--- src/rtl/zrle_encoder.sv ---
// Zero-run-length encoder: packs znz flags into DATA_W-bit MSB-first words for the EBPC stream.
// Define ZRLE_ENCODER_PROTOCOL_CHECK_EN to enable the sticky handshake checker on err_o.
module zrle_encoder #(
    parameter int unsigned DATA_W           = 8,
    parameter int unsigned LOG_MAX_ZRLE_LEN = 4
) (
    input  logic              clk_i,
    input  logic              rst_i,
    input  logic              znz_i,
    input  logic              last_i,
    input  logic              vld_i,
    output logic              rdy_o,
    output logic [DATA_W-1:0] data_o,
    output logic              last_o,
    output logic              vld_o,
    input  logic              rdy_i,
    output logic              err_o
);
    // state | meaning
    // BITS  | no zero run open, literal '1' bits are appended directly
    // RUN   | zero run open, zcnt_q holds its length minus one
    // DRAIN | transmission ended, emitting remaining words until last_o
    localparam int unsigned L      = LOG_MAX_ZRLE_LEN;
    localparam int unsigned BUF_W  = 2 * DATA_W;
    localparam int unsigned FILL_W = $clog2(DATA_W) + 2;
    localparam int unsigned SYM_W  = L + 2;
    localparam logic [FILL_W-1:0] WORD   = FILL_W'(DATA_W);
    localparam logic [L-1:0]      ZC_SAT = L'((1 << L) - 2);

    typedef enum logic [1:0] {ST_BITS, ST_RUN, ST_DRAIN} state_t;

    state_t            state_q, state_d;
    logic [BUF_W-1:0]  buf_q, buf_d;
    logic [FILL_W-1:0] fill_q, fill_d;
    logic [L-1:0]      zcnt_q, zcnt_d;
    logic [SYM_W-1:0]  sym;
    logic [FILL_W-1:0] sym_len;
    logic [L-1:0]      zc_close;
    logic              run_open;
    logic              in_xfer, out_xfer;

    assign rdy_o    = (state_q != ST_DRAIN) && (fill_q < WORD);
    assign vld_o    = (state_q == ST_DRAIN) || (fill_q >= WORD);
    assign last_o   = (state_q == ST_DRAIN) && (fill_q <= WORD);
    assign data_o   = buf_q[BUF_W-1 -: DATA_W];
    assign in_xfer  = vld_i & rdy_o;
    assign out_xfer = vld_o & rdy_i;

    always_ff @(posedge clk_i or posedge rst_i) begin
        if (rst_i) begin
            state_q <= ST_BITS;
            buf_q   <= '0;
            fill_q  <= '0;
            zcnt_q  <= '0;
        end else begin
            state_q <= state_d;
            buf_q   <= buf_d;
            fill_q  <= fill_d;
            zcnt_q  <= zcnt_d;
        end
    end

    always_comb begin
        state_d  = state_q;
        buf_d    = buf_q;
        fill_d   = fill_q;
        zcnt_d   = zcnt_q;
        sym      = '0;
        sym_len  = '0;
        run_open = 1'b0;
        zc_close = '0;
        if (out_xfer) begin
            if (last_o) begin
                buf_d   = '0;
                fill_d  = '0;
                zcnt_d  = '0;
                state_d = ST_BITS;
            end else begin
                buf_d  = buf_q << DATA_W;
                fill_d = (fill_q >= WORD) ? fill_q - WORD : '0;
            end
        end else if (in_xfer) begin
            case (state_q)
                ST_BITS: begin
                    if (znz_i) begin
                        sym     = {1'b1, {(SYM_W-1){1'b0}}};
                        sym_len = FILL_W'(1);
                    end else begin
                        zcnt_d   = '0;
                        run_open = 1'b1;
                        state_d  = ST_RUN;
                    end
                end
                ST_RUN: begin
                    if (znz_i) begin
                        sym     = {1'b0, zcnt_q, 1'b1};
                        sym_len = FILL_W'(SYM_W);
                        state_d = ST_BITS;
                    end else if (zcnt_q == ZC_SAT) begin
                        sym     = {1'b0, {L{1'b1}}, 1'b0};
                        sym_len = FILL_W'(L + 1);
                        state_d = ST_BITS;
                    end else begin
                        zcnt_d   = zcnt_q + L'(1);
                        zc_close = zcnt_q + L'(1);
                        run_open = 1'b1;
                    end
                end
                default: ;
            endcase
            // A final flag never leaves a run open: close it in the same cycle.
            if (last_i) begin
                if (run_open) begin
                    sym     = {1'b0, zc_close, 1'b0};
                    sym_len = FILL_W'(L + 1);
                end
                state_d = ST_DRAIN;
            end
            buf_d  = buf_q | ((BUF_W'(sym) << (BUF_W - SYM_W)) >> fill_q);
            fill_d = fill_q + sym_len;
        end
    end

`ifdef ZRLE_ENCODER_PROTOCOL_CHECK_EN
    logic in_stall_q, znz_q, last_q, rdy_q, drain_q, err_q;
    logic viol;

    assign viol = (in_stall_q & (~vld_i | (znz_i != znz_q) | (last_i != last_q)))
                | (drain_q & (state_q == ST_DRAIN) & vld_o & rdy_q & ~rdy_i);

    always_ff @(posedge clk_i or posedge rst_i) begin
        if (rst_i) begin
            in_stall_q <= 1'b0;
            znz_q      <= 1'b0;
            last_q     <= 1'b0;
            rdy_q      <= 1'b0;
            drain_q    <= 1'b0;
            err_q      <= 1'b0;
        end else begin
            in_stall_q <= vld_i & ~rdy_o;
            znz_q      <= znz_i;
            last_q     <= last_i;
            rdy_q      <= rdy_i;
            drain_q    <= (state_q == ST_DRAIN);
            if (viol) err_q <= 1'b1;
        end
    end

`ifndef SYNTHESIS
    always_ff @(posedge clk_i) begin
        if (!rst_i && viol) $error("zrle_encoder: handshake protocol violation");
    end
`endif

    assign err_o = err_q;
`else
    assign err_o = 1'b0;
`endif

endmodule

--- config.mk ---
export PLATFORM = sky130hd
export DESIGN_NAME = zrle_encoder
export DESIGN_NICKNAME = d
export VERILOG_FILES = /design/src/rtl/zrle_encoder.sv
export SDC_FILE = /design/constraint.sdc
export NUM_CORES = 1
export LEC_CHECK = 0
export BUFFER_PORTS_ARGS = -buffer_cell sky130_fd_sc_hd__buf_2
export CORE_MARGIN = 5
export CORE_UTILIZATION = 64
export CTS_BUF_LIST = sky130_fd_sc_hd__clkbuf_16
export CTS_CLUSTER_DIAMETER = 40
export DETAILED_ROUTE_END_ITERATION = 6
export PLACE_DENSITY = 0.85
export REMOVE_ABC_BUFFERS = 1
export SYNTH_ARGS = -nofsm -noshare
export SYNTH_HDL_FRONTEND = slang
export SYNTH_SLANG_ARGS = --single-unit
export TNS_END_PERCENT = 5
--- constraint.sdc ---
create_clock -name clk_i -period 5.9 [get_ports clk_i]
set_input_delay 1.18 -clock clk_i [delete_from_list [all_inputs] [get_ports clk_i]]
set_output_delay 1.18 -clock clk_i [all_outputs]
set_load 0.1 [all_outputs]
# ---- After elaboration in Yosys (flattened, before gate mapping)
# Cells that the tools add are included.
dict set report word_totals {
  register_bits 27
  latchBits 0
  ram_bits 0
  rom_bits 0
  input_bits 6
  out_inout_bits 12
  elab_cells 80
  n_memories 0
}
dict set report op_classes {
  addsub 3
  multipliers 0
  div_mod_pow 0
  magnitude_cmp 3
  n_eq_ne 10
  n_shift 1
  n_mux 47
  bitwise 3
  n_reduce_logical 9
}
# cell count
set op_table {}
lappend op_table {{2-to-1 mux 5 bit} 10}
lappend op_table {{2-to-1 mux 16 bit} 3}
lappend op_table {{2-to-1 mux 4 bit} 9}
lappend op_table {{2-to-1 mux 6 bit} 5}
lappend op_table {{OR 16 bit} 1}
lappend op_table {{right shift 16 x 5 -> 16 bit} 1}
lappend op_table {{2-to-1 mux 2 bit} 7}
lappend op_table {{case mux 6 bit (2 select lines)} 1}
lappend op_table {{inequality test 3 bit (second input constant)} 3}
lappend op_table {{case mux 4 bit (2 select lines)} 1}
lappend op_table {{2-to-1 mux 1 bit} 6}
lappend op_table {{2-to-1 mux 3 bit} 2}
lappend op_table {{case mux 3 bit (2 select lines)} 1}
lappend op_table {{AND reduction 6 bit} 1}
lappend op_table {{adder 5 bit} 1}
lappend op_table {{>= comparator 5 x 4 -> 1 bit (second input constant)} 1}
lappend op_table {{<= comparator 5 x 4 -> 1 bit (second input constant)} 1}
lappend op_table {{< comparator 5 x 4 -> 1 bit (second input constant)} 1}
lappend op_table {{inequality test 5 bit (second input constant)} 1}
lappend op_table {{AND reduction 5 bit} 1}
lappend op_table {{subtractor 5 x 4 -> 5 bit (second input constant)} 1}
lappend op_table {{adder 4 x 1 -> 4 bit (second input constant)} 1}
lappend op_table {{== test 4 bit (second input constant)} 1}
lappend op_table {{inequality test 2 bit (second input constant)} 2}
lappend op_table {{other kinds (12)} 14}

# ---- Longest topological paths before layout
dict set report logic_depth {
  ltp_word 14
  mapped_depth 11
  depth_no_buf 11
}

# ---- Worst setup path before layout
# No wires, ideal clock.
dict set report synth_path {
  path_type {flip-flop to output port}
  start {reg fill_q[1]}
  end {out last_o}
  arrival_time_ns 3.155
  slack_ns 1.565
  path_stages_with_launch 3
  cell_sequence {dfrtp_1 or3_4 a211oi_1}
}
dict set report synth_via {
  elab_chain_cells 2
}
# item line_no
set synth_rtl {}
lappend synth_rtl {{start, declared} 34} ;# logic [FILL_W-1:0] fill_q, fill_d;
lappend synth_rtl {{start signal, assigned} 58} ;# fill_q <= fill_d;
lappend synth_rtl {{<= comparator 5 x 4 -> 1 bit} 44} ;# assign last_o = (state_q == ST_DRAIN) && (fill_q <= WORD);
lappend synth_rtl {{logical AND 1 bit} 44}
lappend synth_rtl {{end, declared} 14} ;# output logic last_o,
# Every way passes these cells.

# ---- Worst setup path in the final report
# Ends and elaborated chain as after synthesis.

==> impl_metrics.csv <==
group,metric,value,unit
grt,grt_pass1_vias,1530,
synthesis,synth_cell_types,58,
worst_setup_path,crit_path_end_kind,"output port",
power_and_ir_drop,total_power,1.06,mW
clock_tree,post_cts_buffers,0,
worst_setup_path,crit_type,"reg2out",
worst_hold_path,hp-class,"reg2reg",
sta,rsz0062_at_grt,"false",
power_and_ir_drop,combPwrFrac,56.8,%
synthesis,synth-edff-count,0,
synthesis,syn_avg_cell_area,8.60,sq um
clock_tree,clk_pin_slew,0.07,ns
worst_setup_path,critPathArrivalTime,2.09,ns
die,die_area,4240,sq um
worst_setup_path,ff2ff_setup_slack,3.48,ns
worst_setup_path,cp.required,4.72,ns
synthesis,synthAdderAreaFrac,4.89,%
cells_and_area,final_design_area_no_fill,2010,sq um
die,row_count,20,
cells_and_area,layout.cells.most_common_list,"27 x dfrtp_1, 21 x nor2_1, 20 x nand2_1",
power_and_ir_drop,p_int,0.470,mW
grt,grt_max_degree,28,
sta,period_needed,3.27,ns
cells_and_area,antennaDiodeCount,0,
worst_setup_path,r2r_start,"zcnt_q[0]",
placed_design,port_buffers,16,
sta,tightestPinTransition,0.987,ns
clock_tree,cts_tree,"yes",
sta,fmax,0.305,GHz
sta,hold_viol,0,
detailed_routing,antenna_left,0,
detailed_routing,drt_iter0_markers,151,
worst_setup_path,cpPeakStageDelay,0.56,ns
die,start_util,65.3,%
synthesis,synth-async-reset-ratio,100,%
outcome,outcome,"completed",
synthesis,synth_top_family_by_area,"compound AO/OA/AOI/OAI gates",
synthesis,synth_cells,226,
grt,antenna_found_initial,0,
worst_setup_path,crit_chain,"or3_4, a211oi_1, buf_2",
sta,setup-tns-final,0,ns
cells_and_area,drive_gt1_share,14.3,%
placed_design,gp_congestion,0.874,
clock_tree,numCtsBuffers,3,
synthesis,ys_ff_latch,27,
die,die_w,65.1,microns
cells_and_area,layout_commonest_cell,"dfrtp_1",
synthesis,yosys_most_used_dff,"dfrtp_1",
power_and_ir_drop,clockPowerShare,14.9,%
synthesis,ys_seq_area_share,34.8,%
worst_setup_path,reg2regPathDepth,11,
clock_tree,cts_sinks,27,
power_and_ir_drop,seqPwrFrac,28.3,%
detailed_routing,vias,1697,
job,cap_violations,0,
cells_and_area,fin_nets,237,
die,die_y,65.1,microns
sta,finalCritPeriodShare,55.5,%
worst_hold_path,min_to,"buf_q[1]",
detailed_routing,post-route-drc-count,0,
synthesis,syn-cell-area,1940,sq um
power_and_ir_drop,p_leak,0.942,nW
clock_tree,clk_path_buf_depth,2,
synthesis,synthSimpleGateAreaFrac,19.9,%
synthesis,muxShareOfSynthArea,3.22,%
clock_tree,clk-insertion-delay-late,0.26,ns
detailed_routing,drt-pass1-iter-count,4,
worst_setup_path,cp_slowest_cell,"dfrtp_1",
worst_setup_path,critPathMaxFanout,15,
detailed_routing,wl_met2,2.01,mm
synthesis,synthXorXnorAreaFrac,1.35,%
power_and_ir_drop,power.density_cell_area,525,nW/um^2
placed_design,place_area,1930,sq um
sta,maxSlewHeadroom,34.1,%
grt,grtUsageTotal,21.7,%
detailed_routing,top_layer_used,"met4",
grt,grt_first_pass_wirelength,7.27,mm
placed_design,dp_slack,2.95,ns
synthesis,synth_compound_area_share,26.9,%
detailed_routing,drt-wirelength-per-cell,17.0,microns
worst_setup_path,rr_endpoint,"fill_q[2]",
detailed_routing,wl,4.36,mm
detailed_routing,wl_met1,2.06,mm
clock_tree,post_cts_resized,0,
grt,grt_overflow_total,0,
die,coreArea,2980,sq um
detailed_routing,wl_met3,190,microns
synthesis,yosysWarnings,0,
power_and_ir_drop,ir_worst_vdd,0.000327,V
sta,slew_viol_final,0,
clock_tree,clockRootBuffer,"clkbuf_16",
sta,final.setup_skew,0.00417,ns
clock_tree,hold_buffers,0,
placed_design,hpwl,3.16,mm
sta,timing.final.ws_setup,2.63,ns
cells_and_area,syn_to_final_growth,3.48,%
detailed_routing,viasPerCell,6.63,
die,io_pins,18,
sta,setup_violations,0,
power_and_ir_drop,swShare,55.5,%
power_and_ir_drop,power_switching,0.587,mW
clock_tree,cts.htree.levels,1,
cells_and_area,fin_util,67.5,%
worst_hold_path,min_from,"buf_q[1]",
worst_hold_path,hold-path-cell-count,1,
worst_setup_path,cp-start-kind,"register",
-- sequential cells by signal, indices dropped and copies added, names as in the netlist --
signal and flops:
fill_q 5, buf_q 16, state_q 2, zcnt_q 4
-- worst max-delay path: cells and delay by family, from the launching register on --
kind / cells / cell delay (ns)
compound gates: 1 / 0.30
flops: 1 / 0.56
buf+inv: 1 / 0.48
simple gates: 1 / 0.47
-- stage by stage --
| stage | std cells | hold WS (ns) |
|---|---|---|
| after global routing | 256 | 0.503 |
| after detailed placement | 252 | 0.471 |
| after CTS | 256 | 0.489 |
| final | 256 | 0.488 |
| after global placement | 252 | 0.467 |
| after floorplan | 203 | 0.450 |
-- power by group through the flow --
stage,clock (mW),sequential (mW),combinational (mW)
2_1_floorplan,0,0.431,0.349
3_3_place_gp,0,0.297,0.586
3_5_place_dp,0,0.299,0.594
4_1_cts,0.158,0.296,0.597
5_1_grt,0.168,0.308,0.641
6_report,0.158,0.299,0.600
-- metal layers --
| layer | track usage [%] | vias to the layer above |
|---|---|---|
| met1 | 31.2 | 815 |
| li1 | - | 807 |
| met5 | 0 | - |
| met2 | 33.8 | 64 |
| met4 | 8.81 | 0 |
| met3 | 2.05 | 11 |
-- area by class of cell --
type / count / area, sq um
multi-input cells: 167 / 1100
fillers: 257 / 967
flip-flops and latches: 27 / 676
repair buffers: 16 / 80.1
clock buffers: 3 / 75.1
well taps: 33 / 41.3
inverters: 9 / 33.8
clock inverters: 1 / 7.51
-- worst max-delay path by stage --
stage                         start  endpoint  slack, ns
final                     fill_q[1]    last_o       2.63
after global routing      fill_q[1]    last_o       2.54
after CTS                 fill_q[1]    last_o       2.65
after detailed placement  fill_q[1]    last_o       2.95
after global placement    fill_q[1]    last_o       2.97
after floorplan           fill_q[1]    last_o       1.46
-- cell usage after synthesis (2+ instances only) --
library cell | instances | area share, %
mux2_2 | 2 | 1.2
a21boi_0 | 3 | 1.2
a31oi_1 | 3 | 0.97
o21ai_1 | 3 | 0.77
mux2i_1 | 4 | 2.1
and2_1 | 3 | 0.97
buf_2 | 7 | 1.8
nor2_1 | 21 | 4.1
a211oi_1 | 3 | 1.2
nand3b_1 | 2 | 0.77
inv_1 | 9 | 1.7
nor3_1 | 7 | 1.8
a21oi_1 | 12 | 3.1
a22oi_1 | 4 | 1.5
a21o_1 | 3 | 1.2
and3_1 | 4 | 1.3
o31ai_1 | 10 | 3.9
o22ai_1 | 3 | 0.97
xor2_1 | 3 | 1.4
nand2_1 | 20 | 3.9
buf_4 | 9 | 3.5
o221ai_1 | 2 | 0.90
o21ai_0 | 10 | 2.6
clkbuf_1 | 6 | 1.2
ha_1 | 6 | 3.9
or2_2 | 3 | 0.97
dfrtp_1 | 27 | 35
o32ai_1 | 2 | 0.90
nand2b_1 | 3 | 0.97
nor2b_1 | 2 | 0.64
nand3_1 | 3 | 0.77
-- cell families after synthesis --
logic type / Yosys count
AO/OA/AOI/OAI: 73
XOR/XNOR: 3
adder cells (fa/ha/maj): 7
buffers and inverters: 32
flip-flops: 27
multiplexers: 6
other: 1
AND/OR/NAND/NOR: 77
Note: power is estimated with default switching activity, not from simulation.
